**config.mk**
```make
export PLATFORM = sky130hd
export DESIGN_NAME = universal_shift_reg
export DESIGN_NICKNAME = d
export VERILOG_FILES = /design/src/rtl/universal_shift_reg.sv
export SDC_FILE = /design/constraint.sdc
export NUM_CORES = 1
export LEC_CHECK = 0
export CAP_MARGIN = 40
export CORE_MARGIN = 8
export CORE_UTILIZATION = 36
export CTS_CLUSTER_DIAMETER = 150
export CTS_CLUSTER_SIZE = 24
export DETAILED_ROUTE_END_ITERATION = 6
export PLACE_DENSITY = 0.73
export SETUP_SLACK_MARGIN = 0.3
export SLEW_MARGIN = 20
export SYNTH_ARGS = -nofsm -noshare
export SYNTH_HDL_FRONTEND = slang
export SYNTH_SLANG_ARGS = --single-unit
```
**constraint.sdc**
```tcl
create_clock -name C -period 1.19 [get_ports C]
set_input_delay 0.119 -clock C [delete_from_list [all_inputs] [get_ports C]]
set_output_delay 0.119 -clock C [all_outputs]
set_load 0.01 [all_outputs]
```
**src/rtl/universal_shift_reg.sv**
```systemverilog
// Universal WIDTH-bit register: hold, parallel load, shift/rotate either way,
// arithmetic shift right and synchronous clear, with asynchronous reset to RESET_VALUE.
module universal_shift_reg #(
  parameter int unsigned           WIDTH       = 8,
  parameter logic [WIDTH-1:0]      RESET_VALUE = '0
) (
  input  logic             C,
  input  logic             R,
  input  logic             EN,
  input  logic [2:0]       MODE,
  input  logic [WIDTH-1:0] D,
  input  logic             SIL,
  input  logic             SIR,
  output logic [WIDTH-1:0] Q,
  output logic             SOR,
  output logic             SOL,
  output logic             ZERO
);

  typedef enum logic [2:0] {
    ModeHold = 3'b000,
    ModeShr  = 3'b001,
    ModeShl  = 3'b010,
    ModeLoad = 3'b011,
    ModeRor  = 3'b100,
    ModeRol  = 3'b101,
    ModeAsr  = 3'b110,
    ModeClr  = 3'b111
  } mode_e;

  logic [WIDTH-1:0] q_d, q_q;

  always_comb begin
    q_d = q_q;
    if (EN) begin
      case (mode_e'(MODE))
        ModeHold: q_d = q_q;
        ModeShr:  q_d = {SIR, q_q[WIDTH-1:1]};
        ModeShl:  q_d = {q_q[WIDTH-2:0], SIL};
        ModeLoad: q_d = D;
        ModeRor:  q_d = {q_q[0], q_q[WIDTH-1:1]};
        ModeRol:  q_d = {q_q[WIDTH-2:0], q_q[WIDTH-1]};
        ModeAsr:  q_d = {q_q[WIDTH-1], q_q[WIDTH-1:1]};
        // Clear goes to zero, deliberately not to RESET_VALUE.
        ModeClr:  q_d = '0;
        default:  q_d = q_q;
      endcase
    end
  end

  always_ff @(posedge C or posedge R) begin
    if (R) begin
      q_q <= RESET_VALUE;
    end else begin
      q_q <= q_d;
    end
  end

  assign Q    = q_q;
  assign SOR  = q_q[0];
  assign SOL  = q_q[WIDTH-1];
  assign ZERO = (q_q == '0);

endmodule

```
Word level (Yosys, flattened, before mapping)
Cells that the tools add are included.

cells by class
  add/sub/neg operators = 0
  multipliers = 0
  divide/modulo/power cells = 0
  order comparisons = 0
  equal/unequal tests = 7
  shift operators = 0
  mux-type cells = 1
  bitwise logic cells = 2
  reductions and logical operators = 4

operator list
  cell                                                                    number
  8-bit case mux with 7 select lines                                      1
  3-bit equality test (second input constant)                             4
  8-bit logical NOT                                                       1
  3-bit by 2-bit equality test with 1-bit output (second input constant)  2
  3-bit by 1-bit equality test with 1-bit output (second input constant)  1
  3-bit logical NOT                                                       1
  3-bit AND reduction                                                     1
  1-bit NOT                                                               2
  2-bit AND reduction                                                     1

storage, ports and cells
  register bits = 8
  latch bits = 0
  bits in writable memories = 0
  bits in read-only memories = 0
  input port bits = 16
  output and inout port bits = 11
  memories = 0

Longest topological paths before layout
  depth in word-level cells = 3
  depth in mapped cells = 6
  gate-level depth less buffers = 4

Worst setup path before layout
Ideal clock, no wire load.

  path kind = reg-to-reg
  from = reg q_q[1] (netlist: Q[1])
  to = reg q_q[2] (netlist: Q[2])
  setup time = 0.135 ns
  arrival = 1.141 ns
  setup slack = -0.086 ns
  stages on the path, launching flop included = 5
  cells stage by stage = dfrtp_1 > mux2_2 > a32o_1 > a31oi_1 > o21ai_0

on the way
  word-level cells in the longest chain between the ends = 1

ends and longest elaborated chain
  element                             line  text
  from (decl)                         31    logic [WIDTH-1:0] q_d, q_q;
  from (signal assigned)              55    q_q <= q_d;
  8-bit case mux with 7 select lines  36    case (mode_e'(MODE))

Every way passes these cells.
A chain may end at the register's enable or synchronous reset.

Worst setup path after layout
  from = reg q_q[6] (netlist: Q[6])
  to = out ZERO

on the way
  word-level cells in the longest chain between the ends = 1

ends and longest elaborated chain
  element            line  text
  8-bit logical NOT  62    assign ZERO = (q_q == '0);
  to (decl)          17    output logic ZERO

Every way passes these cells.

==> results.md <==
* Rows at 15
* Kind of critical path: reg2out
* CP max-delay cell: or4_4
* CP peak stage delay at 530 ps
* Detailed Place HPWL at 1537 um
* Initial antenna violation count at 0
* Fin area at 1217 um^2
* Storage cell area at 202.7 um^2
* Routability cong. at 0.8303
* Initial core utilization at 36.89%
* Number of library cell types mapped by synthesis at 29
* Die width at 57.14 um
* Crit share post-route at 126.1%
* Clock sink total at 8
* RSZ-0062 raised after global routing: true
* Violated checks: setup timing
* Crit Path Max Fanout at 2
* Latest clock arrival within the worst-skew pair at 250 ps
* Reg2reg path depth at 5
* Number of synthesized flops with an enable pin at 0
* Cts hold-fix bufs at 0
* Share of layout cells above drive strength 1 at 47.62%
* Mapped Avg Cell Area at 8.347 um^2
* Crit path launch type: register
* Reg clk slew, reported paths at 60 ps
* Max Slew Vio Count at 0
* CTS root buf: clkbuf_4
* Max reg flops at 8
* Power density cells at 1117 nW/um^2
* Worst hold-check path type: in2async
* Die H at 57.14 um
* Area grow syn2layout at 99.80%
* CP Data Required Time at 1070 ps
* Min Tclk post-route at 1500 ps
* Rel. slew slack at 79.65%
* Critical Path Sink Type: primary output
* CTS max path bufs at 2
* Final worst slack at -310.0 ps
* Syn_nets at 89
* Grt ovf at 0
* Synth area leader: dfrtp_1
* Largest net degree at the start of global routing at 14
* Fmax at 666.6 MHz
* Reg2reg end: Q[2]
* CP cell instances: or4_4 -> nor2_2 -> buf_2
* Seq/Total Area, Yosys at 32.85%
* Most used flip-flop cell after synthesis: dfrtp_1
* Total Power at 1.360 mW
* H-tree depth at 1
* FF-to-FF setup slack at -120 ps
* Placed Area at 999.7 um^2
* Asr flop ratio synth at 100.0%
* Post-synth top area share at 32.85%
* First-pass GRT wire length at 3795 um
* Final cell utilization of the core at 73.71%
* Worst EP arrival at 1380 ps
* Antenna cell count at 0
* CTS tree: done
* Max VDD drop at 0.4340 mV
* Setup_tns at -815.2 ps
* Drt pass-1 iters at 4
* Final hold slack at 142.7 ps
* Post-Syn Instances at 73
* IO Pins at 27
* Port bufs at 26
* Die area at 3265 um^2
* DR vias at 774
* Detail Route Antenna Nets at 0
* Synth area leaders: dfrtp_1 (33%), nand2_1 (6.8%), a222oi_1 (4.9%)
* Final net count at 143
* Starting DRC count in detailed routing at 27
* Fin. Hold Viols at 0
* CTS buffer count at 3
* Max Cap Violations at 0
* Total GRT Usage at 14.38%
* Final Skew at 3.696 ps
* Vias in the first global route at 783
* Warnings, synthesis at 0
* Synth Cell Area at 609.3 um^2
* Outcome: finished, violations left
* Final setup violating endpoints at 8
* Lkg Pwr at 0.5610 nW
* Core ar. at 1652 um^2
* WL final at 2390 um
* Worst slew pin tran at 305.3 ps
* Yosys reg bits at 8
* Drt drc at 0
* Fill count at 130
* Multi-input gate area at 405.4 um^2
* Mean routed wirelength per cell at 16.71 um
* Avg Vias per Cell at 5.413
* FF-to-FF Start: Q[1]
[cells in the final DEF, fill, tap and decap left out, types with 2 or more instances in the layout]
master / n
nor2_2: 2
clkbuf_4: 3
o21ai_1: 7
dfrtp_1: 6
clkdlybuf4s50_1: 12
buf_4: 15
clkdlybuf4s15_2: 2
nand2_1: 10
nand3b_1: 2
dfrtp_2: 2
mux2i_1: 3
a21oi_1: 2
nor2b_1: 2
buf_6: 25
o31ai_1: 2
inv_1: 3
a222oi_1: 3
nor2_1: 3
or4_4: 2
[area by class of cell]
cell class                 instances  share of cell area, %
tap                               17                  1.747
timing repair buffer              56                  45.22
multi-input combinational         55                  33.30
inverter                           3                 0.9250
sequential                         8                  16.65
clock buffer                       4                  2.158
[worst max-delay path: cells and delay by family (launching register included)]
kind                   cells  cell delay, ps
buffers and inverters      1             130
AND/OR/NAND/NOR            2             630
flip-flops                 1             370
[cell families (layout without fill, tap and decap cells)]
family,count (synthesis),after routing,synth area share [%]
compound gates,25,25,28.95
simple gates,25,25,19.71
buf+inv,10,63,10.27
flops,8,8,32.85
mux,4,4,6.776
xor+xnor,1,1,1.438
[synthesized netlist by cell type (2+ instances only)]
library cell  instances
buf_2                 2
nor2b_1               2
o31ai_1               2
o21ai_0               6
nand3b_1              2
or4_1                 2
dfrtp_1               8
inv_1                 3
a21oi_1               3
o21ai_1               3
buf_4                 4
nand2_1              11
a222oi_1              3
nor2_1                5
mux2i_1               3
[worst max-delay path by stage]
stage	startpoint	endpoint	slack [ps]	depth (start not counted)
final	Q[6]	ZERO	-310	3
after detailed placement	MODE[0]	Q[7]	-490	6
after CTS	Q[6]	ZERO	-310	3
after floorplan	Q[3]	ZERO	-50	2
after global routing	Q[5]	ZERO	-340	3
after global placement	Q[3]	ZERO	-450	3
[power by group]
part	switching [mW]	internal, mW
Clock	0.0940	0.128
Sequential	0.0351	0.321
Combinational	0.318	0.464
[timing repair]
| item | CTS | global route |
|---|---|---|
| buffers inserted | 4 | 7 |
| pin swaps | 9 | 11 |
| setup endpoints to repair | 19 | 19 |
| gates resized for setup | 81 | 8 |
[stage by stage]
step,instances,setup slack (ps)
after floorplan,73,-47.44
final,143,-310.0
after CTS,136,-312.0
after global routing,143,-343.1
after detailed placement,128,-494.3
after global placement,128,-448.8
[per-layer routing]
layer	global-route usage, %	part of all wire (%)
met2	24.34	56
met5	0	0
met4	6.376	0.59
met1	16.39	38
met3	3.769	5.4
Note: power is estimated with default switching activity, not from simulation.
